$ cat src/rtl/spi_master_n_pkg.sv
// Shared definitions for the SPI master: register map, CTRL field positions,
// FSM states and the effective-length helper.
package spi_master_n_pkg;

    localparam logic ADR_DATA = 1'b0;
    localparam logic ADR_CTRL = 1'b1;

    localparam int unsigned CTRL_LEN_LSB = 0;
    localparam int unsigned CTRL_LEN_MSB = 5;
    localparam int unsigned CTRL_CPOL    = 8;
    localparam int unsigned CTRL_CPHA    = 9;
    localparam int unsigned CTRL_CSM_LSB = 16;
    localparam int unsigned CTRL_CSM_MSB = 23;
    localparam int unsigned CTRL_OVR     = 30;
    localparam int unsigned CTRL_BUSY    = 31;

    typedef enum logic [1:0] {
        ST_IDLE,
        ST_LEAD,
        ST_SHIFT,
        ST_TRAIL
    } spi_state_e;

    // A LEN of 0, or one wider than the shifter, selects the full word.
    function automatic logic [6:0] eff_len(input logic [5:0] len, input int unsigned dw);
        if (len == 6'd0 || 32'(len) > dw) return 7'(dw);
        return {1'b0, len};
    endfunction

endpackage

$ cat src/rtl/spi_master_n_clkgen.sv
// Half-period tick generator: o_tick pulses once every CLK_DIV+1 cycles,
// with a synchronous restart so a transfer's first tick is exactly CLK_DIV+1 cycles out.
module spi_clkgen #(
    parameter int unsigned CLK_DIV = 49
) (
    input  logic i_clk,
    input  logic i_rst_n,
    input  logic i_restart,
    output logic o_tick
);

    localparam int unsigned CW = (CLK_DIV < 1) ? 1 : $clog2(CLK_DIV + 1);

    logic [CW-1:0] r_cnt;

    assign o_tick = (r_cnt == CW'(CLK_DIV));

    always_ff @(posedge i_clk or negedge i_rst_n) begin
        if (!i_rst_n) begin
            r_cnt <= '0;
        end else if (i_restart || o_tick) begin
            r_cnt <= '0;
        end else begin
            r_cnt <= r_cnt + 1'b1;
        end
    end

endmodule

$ cat src/rtl/spi_master_n.sv
// Wishbone SPI master with runtime CPOL/CPHA/length, MISO readback, CS mask,
// overrun status and a done interrupt. Two registers: DATA (adr 0), CTRL (adr 1).
module spi_master_n
    import spi_master_n_pkg::*;
#(
    parameter int unsigned DATA_W  = 16,
    parameter int unsigned NCS     = 8,
    parameter int unsigned CLK_DIV = 49,
    parameter logic        CLK_POL = 1'b0
) (
    input  logic           wb_clk,
    input  logic           wb_rst,
    input  logic           wb_cyc,
    input  logic           wb_stb,
    input  logic           wb_we,
    input  logic           wb_adr,
    input  logic [31:0]    wb_dat_i,
    output logic [31:0]    wb_dat_o,
    output logic           wb_ack,
    output logic           spi_clk,
    output logic           spi_mosi,
    input  logic           spi_miso,
    output logic [NCS-1:0] spi_cs,
    output logic           irq
);

    spi_state_e r_state, w_state_nxt;

    logic              r_ack;
    logic [31:0]       r_dat_o;
    logic [5:0]        r_len_cfg;
    logic              r_cpol_cfg;
    logic              r_cpha_cfg;
    logic [7:0]        r_csm_cfg;
    logic              r_ovr;

    logic [DATA_W-1:0] r_tx;
    logic [DATA_W-1:0] r_rxsh;
    logic [DATA_W-1:0] r_rx;
    logic              r_mosi;
    logic              r_sclk;
    logic [NCS-1:0]    r_cs;
    logic              r_irq;
    logic [6:0]        r_hcnt;
    logic [6:0]        r_len2;
    logic              r_cpha;

    logic              w_access, w_wr, w_start, w_ovr_set, w_ctrl_wr;
    logic              w_tick, w_edge, w_done, w_lead, w_last;
    logic              w_shift_out, w_sample, w_busy;
    logic [6:0]        w_len_eff;
    logic [DATA_W-1:0] w_tx_aligned;
    logic [31:0]       w_rdata;
    logic              w_unused;

    assign w_access  = wb_cyc & wb_stb & ~r_ack;
    assign w_wr      = w_access & wb_we;
    assign w_busy    = (r_state != ST_IDLE);
    assign w_start   = w_wr & (wb_adr == ADR_DATA) & ~w_busy;
    assign w_ovr_set = w_wr & (wb_adr == ADR_DATA) & w_busy;
    assign w_ctrl_wr = w_wr & (wb_adr == ADR_CTRL);
    assign w_unused  = ^wb_dat_i;

    assign w_len_eff    = eff_len(r_len_cfg, DATA_W);
    assign w_tx_aligned = wb_dat_i[DATA_W-1:0] << (7'(DATA_W) - w_len_eff);

    spi_clkgen #(
        .CLK_DIV(CLK_DIV)
    ) u_clkgen (
        .i_clk    (wb_clk),
        .i_rst_n  (wb_rst),
        .i_restart(w_start),
        .o_tick   (w_tick)
    );

    always_ff @(posedge wb_clk or negedge wb_rst) begin
        if (!wb_rst) r_state <= ST_IDLE;
        else         r_state <= w_state_nxt;
    end

    // Edge k (1..2*LEN) occurs at the start of SHIFT half-period k; the final
    // SHIFT tick carries no edge, leaving SCLK at CPOL into TRAIL.
    always_comb begin
        w_state_nxt = r_state;
        w_edge      = 1'b0;
        w_done      = 1'b0;
        case (r_state)
            ST_IDLE:  if (w_start) w_state_nxt = ST_LEAD;
            ST_LEAD:  if (w_tick) begin
                          w_state_nxt = ST_SHIFT;
                          w_edge      = 1'b1;
                      end
            ST_SHIFT: if (w_tick) begin
                          if (r_hcnt == r_len2) w_state_nxt = ST_TRAIL;
                          else                  w_edge      = 1'b1;
                      end
            ST_TRAIL: if (w_tick) begin
                          w_state_nxt = ST_IDLE;
                          w_done      = 1'b1;
                      end
            default:  w_state_nxt = ST_IDLE;
        endcase
    end

    assign w_lead      = ~r_hcnt[0];
    assign w_last      = (r_hcnt + 7'd1 == r_len2);
    assign w_shift_out = w_edge & (r_cpha ? w_lead : (~w_lead & ~w_last));
    assign w_sample    = w_edge & (r_cpha ? ~w_lead : w_lead);

    always_ff @(posedge wb_clk or negedge wb_rst) begin
        if (!wb_rst) begin
            r_tx   <= '0;
            r_rxsh <= '0;
            r_rx   <= '0;
            r_mosi <= 1'b0;
            r_sclk <= CLK_POL;
            r_cs   <= '1;
            r_irq  <= 1'b0;
            r_hcnt <= '0;
            r_len2 <= '0;
            r_cpha <= 1'b0;
        end else begin
            r_irq <= 1'b0;
            if (w_start) begin
                r_len2 <= w_len_eff << 1;
                r_cpha <= r_cpha_cfg;
                r_sclk <= r_cpol_cfg;
                r_cs   <= ~r_csm_cfg[NCS-1:0];
                r_hcnt <= '0;
                r_rxsh <= '0;
                // CPHA=0 presents the first bit during LEAD; CPHA=1 waits for the leading edge.
                if (!r_cpha_cfg) begin
                    r_mosi <= w_tx_aligned[DATA_W-1];
                    r_tx   <= w_tx_aligned << 1;
                end else begin
                    r_tx   <= w_tx_aligned;
                end
            end else begin
                if (r_state == ST_IDLE) r_sclk <= r_cpol_cfg;
                if (w_edge) begin
                    r_sclk <= ~r_sclk;
                    r_hcnt <= r_hcnt + 7'd1;
                end
                if (w_shift_out) begin
                    r_mosi <= r_tx[DATA_W-1];
                    r_tx   <= r_tx << 1;
                end
                if (w_sample) r_rxsh <= (r_rxsh << 1) | DATA_W'(spi_miso);
                if (w_done) begin
                    r_cs  <= '1;
                    r_rx  <= r_rxsh;
                    r_irq <= 1'b1;
                end
            end
        end
    end

    always_ff @(posedge wb_clk or negedge wb_rst) begin
        if (!wb_rst) begin
            r_len_cfg  <= '0;
            r_cpol_cfg <= CLK_POL;
            r_cpha_cfg <= 1'b0;
            r_csm_cfg  <= 8'h01;
            r_ovr      <= 1'b0;
        end else if (w_ctrl_wr) begin
            r_len_cfg  <= wb_dat_i[CTRL_LEN_MSB:CTRL_LEN_LSB];
            r_cpol_cfg <= wb_dat_i[CTRL_CPOL];
            r_cpha_cfg <= wb_dat_i[CTRL_CPHA];
            r_csm_cfg  <= wb_dat_i[CTRL_CSM_MSB:CTRL_CSM_LSB];
            if (wb_dat_i[CTRL_OVR]) r_ovr <= 1'b0;
        end else if (w_ovr_set) begin
            r_ovr <= 1'b1;
        end
    end

    always_comb begin
        w_rdata = '0;
        if (wb_adr == ADR_CTRL) begin
            w_rdata[CTRL_LEN_MSB:CTRL_LEN_LSB] = r_len_cfg;
            w_rdata[CTRL_CPOL]                 = r_cpol_cfg;
            w_rdata[CTRL_CPHA]                 = r_cpha_cfg;
            w_rdata[CTRL_CSM_MSB:CTRL_CSM_LSB] = r_csm_cfg;
            w_rdata[CTRL_OVR]                  = r_ovr;
            w_rdata[CTRL_BUSY]                 = w_busy;
        end else begin
            w_rdata[DATA_W-1:0] = r_rx;
        end
    end

    always_ff @(posedge wb_clk or negedge wb_rst) begin
        if (!wb_rst) begin
            r_ack   <= 1'b0;
            r_dat_o <= '0;
        end else begin
            r_ack <= w_access;
            if (w_access) r_dat_o <= w_rdata;
        end
    end

    assign wb_ack   = r_ack;
    assign wb_dat_o = r_dat_o;
    assign spi_clk  = r_sclk;
    assign spi_mosi = r_mosi;
    assign spi_cs   = r_cs;
    assign irq      = r_irq;

endmodule
$ cat config.mk
export PLATFORM = sky130hd
export DESIGN_NAME = spi_master_n
export DESIGN_NICKNAME = d
export VERILOG_FILES = /design/src/rtl/spi_master_n_pkg.sv /design/src/rtl/spi_master_n_clkgen.sv /design/src/rtl/spi_master_n.sv
export SDC_FILE = /design/constraint.sdc
export NUM_CORES = 1
export LEC_CHECK = 0
export CORE_UTILIZATION = 50
export CTS_CLUSTER_DIAMETER = 40
export DETAILED_ROUTE_END_ITERATION = 6
export HOLD_SLACK_MARGIN = 0.06
export PLACE_DENSITY = 0.73
export REMOVE_ABC_BUFFERS = 1
export SKIP_CTS_REPAIR_TIMING = 1
export SYNTH_ARGS = -nofsm -noshare
export SYNTH_HDL_FRONTEND = slang
export SYNTH_SLANG_ARGS = --single-unit
$ cat constraint.sdc
create_clock -name wb_clk -period 3.4 [get_ports wb_clk]
set_input_delay 0.68 -clock wb_clk [delete_from_list [all_inputs] [get_ports wb_clk]]
set_output_delay 0.68 -clock wb_clk [all_outputs]
set_load 0.02 [all_outputs]
## After elaboration in Yosys (flattened, before gate mapping)

Index checks and enable logic that the tools add are counted.

- Bits in registers: 125
- Input port bits: 39
- Word-level logic and storage cells: 114

- $add $sub $neg: 3
- Order comparisons: 1
- Equal/unequal tests: 13
- Shifts and indexed selects: 1
- Multiplexer cells: 43
- Bitwise logic cells: 19
- Reductions and logical operators: 15

Operators by type and width:

| operator | count |
|---|---|
| $mux 16 | 5 |
| $mux 7 | 4 |
| $mux 8 | 3 |
| $mux 1 | 18 |
| $mux 6 | 3 |
| $mux 2 | 8 |
| $or 16x1->16 | 1 |
| $shl 16x7->16 | 1 |
| $eq 7x7->1 | 2 |
| $reduce_bool 2->1 | 6 |
| $and 1x1->1 | 10 |
| $ne 2x1->1 const B | 4 |
| $not 8->8 | 1 |
| $pmux 2 s4 | 1 |
| $add 7x1->7 const B | 1 |
| $not 1->1 | 7 |
| $sub 5x7->7 const A | 1 |
| $add 6x1->6 const B | 1 |
| $eq 6x6->1 const B | 1 |
| $gt 6x5->1 const B | 1 |
| $logic_not 6->1 | 1 |
| $ne 2x2->1 const B | 3 |
| $reduce_and 2->1 | 3 |
| $reduce_and 5->1 | 1 |
| other kinds (6) | 8 |

## Longest topological paths before layout

- Depth after elaboration: 8
- Depth in mapped cells: 14
- Mapped depth without buffers: 10

## Modules after synthesis

Synthesis repeated with hierarchy kept, for this count alone.

- Cell total of the unflattened synthesis: 631
- Area total of the unflattened synthesis: 6615.1 sq um

Modules (own cells, without submodules):

| module | times used | cells each | area an instance (sq um) | seq. area each (sq um) |
|---|---|---|---|---|
| spi_master_n | 1 | 605 | 6333.6 | 2989.1 |
| spi_clkgen | 1 | 26 | 281.5 | 150.1 |

## Worst setup path after synthesis

Ideal clock, no wire load.

- Path kind: register to register
- Start point: register r_len_cfg[4]
- End point: register r_tx[13]
- Library setup time: 0.126 ns
- Arrival time: 2.922 ns
- Required time: 3.274 ns
- Slack: 0.352 ns
- Cell stages (with the launch flop): 15
- Path buffers: 4
- Cells stage by stage: dfrtp_1 -> buf_2 -> nor3b_1 -> buf_4 -> inv_2 -> buf_2 -> ha_1 -> clkbuf_1 -> mux2_2 -> nor2_1 -> a211oi_1 -> a31oi_1 -> o22a_1 -> o2bb2ai_1 -> a311o_1

- Longest elaborated chain between the ends: 8
- Elaborated cells between the ends (all ways): 9
- Those cells by class: add/sub (1); order compare (1); shift (1); mux (4); reduce/logical (2)

RTL lines:

| what | line | RTL |
|---|---|---|
| from (decl) | spi_master_n.sv:31 | `logic [5:0] r_len_cfg;` |
| from (signal assigned) | spi_master_n.sv:166 | `r_len_cfg <= wb_dat_i[CTRL_LEN_MSB:CTRL_LEN_LSB];` |
| $gt 6x5->1 or $logic_not 6->1 (tied branches) | spi_master_n_pkg.sv:26 | `if (len == 6'd0 \|\| 32'(len) > dw) return 7'(dw);` |
| $logic_or 1x1->1 | spi_master_n_pkg.sv:26 |  |
| $mux 1 | spi_master_n_pkg.sv:26 |  |
| $mux 7 * | spi_master_n_pkg.sv:27 | `return {1'b0, len};` |
| $sub 5x7->7 * | spi_master_n.sv:65 | `assign w_tx_aligned = wb_dat_i[DATA_W-1:0] << (7'(DATA_W) - w_len_eff);` |
| $shl 16x7->16 * | spi_master_n.sv:65 |  |
| $mux 16 * | spi_master_n.sv:132 | `if (!r_cpha_cfg) begin` |
| $mux 16 * | spi_master_n.sv:124 | `if (w_start) begin` |
| to (signal assigned) | spi_master_n.sv:134 | `r_tx <= w_tx_aligned << 1;` |
| to (signal assigned) | spi_master_n.sv:136 | `r_tx <= w_tx_aligned;` |
| to (signal assigned) | spi_master_n.sv:146 | `r_tx <= r_tx << 1;` |
| to (decl) | spi_master_n.sv:37 | `logic [DATA_W-1:0] r_tx;` |

Every way passes the cells marked *; elsewhere a longest branch is shown, timed or not.
A chain may end at the register's enable or synchronous reset.

## Final worst setup path

- Start point: register r_len_cfg[5]
- End point: register r_tx[13]

Same word-level chain as after synthesis.

==> results.md <==
- Clock transition at path regs: 60 ps
- Full die area: 13400 um^2
- Grt ovf: 0
- Antenna violations before repair: 0
- Critical path type: flip-flop to flip-flop
- Hold Violations, Final: 0
- Period utilization: 91.1%
- Post-synthesis cell count: 660
- Nets: 779
- CTS Buf Count: 17
- CTS root buf: clkbuf_16
- ANT cells: 0
- Pre-CTS setup slack: 307 ps
- IO Port Bufs: 69
- Warnings from Yosys: 0
- Final WS setup: 303 ps
- Final Slew Violations: 0
- Net Switching: 1410 uW
- Clock sinks: 125
- Initial Util: 51.4%
- Seq pwr share: 37.3%
- Worst-skew pair later-pin latency: 430 ps
- Max-slew headroom at the worst pin: 50.4%
- Critical path data arrival time: 3410 ps
- Unrepaired setup endpoints after global routing: no
- MaxCap Viol Count: 0
- First-pass GRT wire length: 25300 um
- Count leader, synth: nand2_1
- Combinational share of power: 23.6%
- Synth top area cells: dfrtp_1 (45%), mux2i_1 (9.3%), nand2_1 (7.4%)
- FF+latch count, synth: 125
- Row count: 41
- Sequential area share after synthesis: 48.4%
- Startpoint types: flip-flop
- Final Critical Period: 3100 ps
- Req. time, crit path: 3710 ps
- Cell variety after synth: 65
- Switching Fraction: 31.5%
- Detailed placement HPWL: 10700 um
- DP Cell Count: 885
- EDFF count, synth: 0
- Worst hold slack: 292 ps
- Power Internal: 3080 uW
- Avg WL per Cell: 16.2 um
- Setup TNS: 0 ps
- Maximum VDD drop: 300 uV
- H-tree levels: 4
- Leak: 0.00352 uW
- Clock network fraction of total power: 39.1%
- GPL Wtd Cong: 0.911
- DRT Wirelength: 14900 um
- Achievable Freq: 0.323 GHz
- Syn avg cell area: 9.83 um^2
- Worst Tran Pin Value: 738 ps
- Setup crit end kind: flip-flop
- Total track usage: 24.7%
- Die W: 116 um
- Vias in the first global route: 5019
- Via density: 5.51
- Worst min path class: input pin to asynchronous set/reset pin
- Post-route ant nets: 0
- Synth top cells by count: nand2_1 (128), dfrtp_1 (116), nor2_1 (63)
- Core area: 12600 um^2
- Power per Cell Area: 566 nW/um^2
- DR iter-0 viols: 293
- Drt drc: 0
- Post-synth top area cell: dfrtp_1
- Clock Skews: 9.59 ps
- Primary FF master, synth: dfrtp_1
- Yosys top cell area share: 44.8%
- Routed vias: 5057
- Pre-antenna DRT Iters: 5
- Max Root-Sink Buffers: 2
- Area delta synth->final: 22.3%
- Layout cells sized above 1: 13.7%
- Die height: 116 um
- Post-Layout Cell Count: 917
- Post-synth ARST share: 100%
- Outcome: completed
- Num ports: 83
- Largest net degree at the start of global routing: 56
- Synthesized area: 6480 um^2
- Max Fanout on Critical Path: 11
- CTS tree: built
- Cells on worst reg2reg path: 10
- Setup violations, final: 0
state kept, by name, summed over array words and instances, names as in the netlist, 2 cells and up:
signal and count:
r_hcnt 7, spi_cs 8, r_tx 16, wb_dat_o 26, u_clkgen.r_cnt 6, r_state 2, r_rxsh 16, r_rx 16
r_csm_cfg 8, r_len_cfg 6, r_len2 6
placed cells by master, fill, tap and decap left out, types with 17 or more instances in the layout:
| cell | count |
|---|---|
| mux2_2 | 21 |
| a21oi_1 | 24 |
| nand3_1 | 22 |
| buf_4 | 21 |
| dfrtp_1 | 116 |
| clkdlybuf4s50_1 | 68 |
| o21ai_0 | 26 |
| clkbuf_16 | 17 |
| nand2_1 | 128 |
| mux2i_1 | 60 |
| nor2_1 | 63 |
critical path, cell delays in order (launching register included):
cell and delay (ps):
dfrtp_1 520, nor3b_2 300, inv_2 160, ha_1 640, mux2_2 410, nor2_1 110, a211oi_1 60, a31oi_1 180
o22a_1 220, o2bb2ai_1 90, a311o_1 270
logic make-up (layout without fill, tap and decap cells):
| logic type | count (synthesis) | after routing | synth area share (%) |
|---|---|---|---|
| AO/OA/AOI/OAI | 104 | 104 | 10.4 |
| adder cells (fa/ha/maj) | 8 | 8 | 1.54 |
| flip-flops | 125 | 125 | 48.4 |
| multiplexers | 88 | 88 | 14.7 |
| buffers and inverters | 52 | 132 | 4.13 |
| other | 1 | 6 | 0.0578 |
| XOR/XNOR | 22 | 22 | 3.09 |
| AND/OR/NAND/NOR | 260 | 260 | 17.7 |
power by group through the flow:
stage / Sequential (uW) / Clock (uW) / Combinational [uW]
after detailed placement: 1700 / 0 / 1050
after floorplan: 1720 / 0 / 633
final: 1670 / 1750 / 1060
after global placement: 1690 / 0 / 1040
after CTS: 1670 / 1790 / 1060
after global routing: 1690 / 1850 / 1150
stage by stage:
step                utilization, %  cell area [um^2]  power (uW)
finish                        62.8              7930        4490
global route                  62.8              7930        4690
detailed placement            58.2              7350        2740
floorplan                        -              6280        2350
global placement              58.2              7350        2730
CTS                           62.8              7930        4520
final timing paths:
path,start,endpoint,slack [ps]
min reg2reg,r_csm_cfg[3],spi_cs[3],420
min,wb_rst,wb_dat_o[2],290
max in group asynchronous,wb_rst,spi_cs[0],2210
max reg2reg,r_len_cfg[5],r_tx[13],300
max,r_len_cfg[5],r_tx[13],300
min in group wb_clk,r_csm_cfg[3],spi_cs[3],420
final cells by class:
type / count / area (um^2)
Sequential cell: 125 / 3140
Timing Repair Buffer: 89 / 838
Inverter: 11 / 41.3
Clock buffer: 19 / 453
Fill cell: 1086 / 4690
Clock inverter: 13 / 131
Multi-Input combinational cell: 488 / 3110
Tap cell: 172 / 215
per-layer routing:
layer  GRT usage [%]  vias to the layer above  wire (um)
met5               0                        -          0
met4            9.57                        0        277
met3            5.23                       25        585
met2            40.8                      114       7250
met1            31.8                     2480       6760
li1                -                     2438          -
Power figures use the tool's default switching activity.
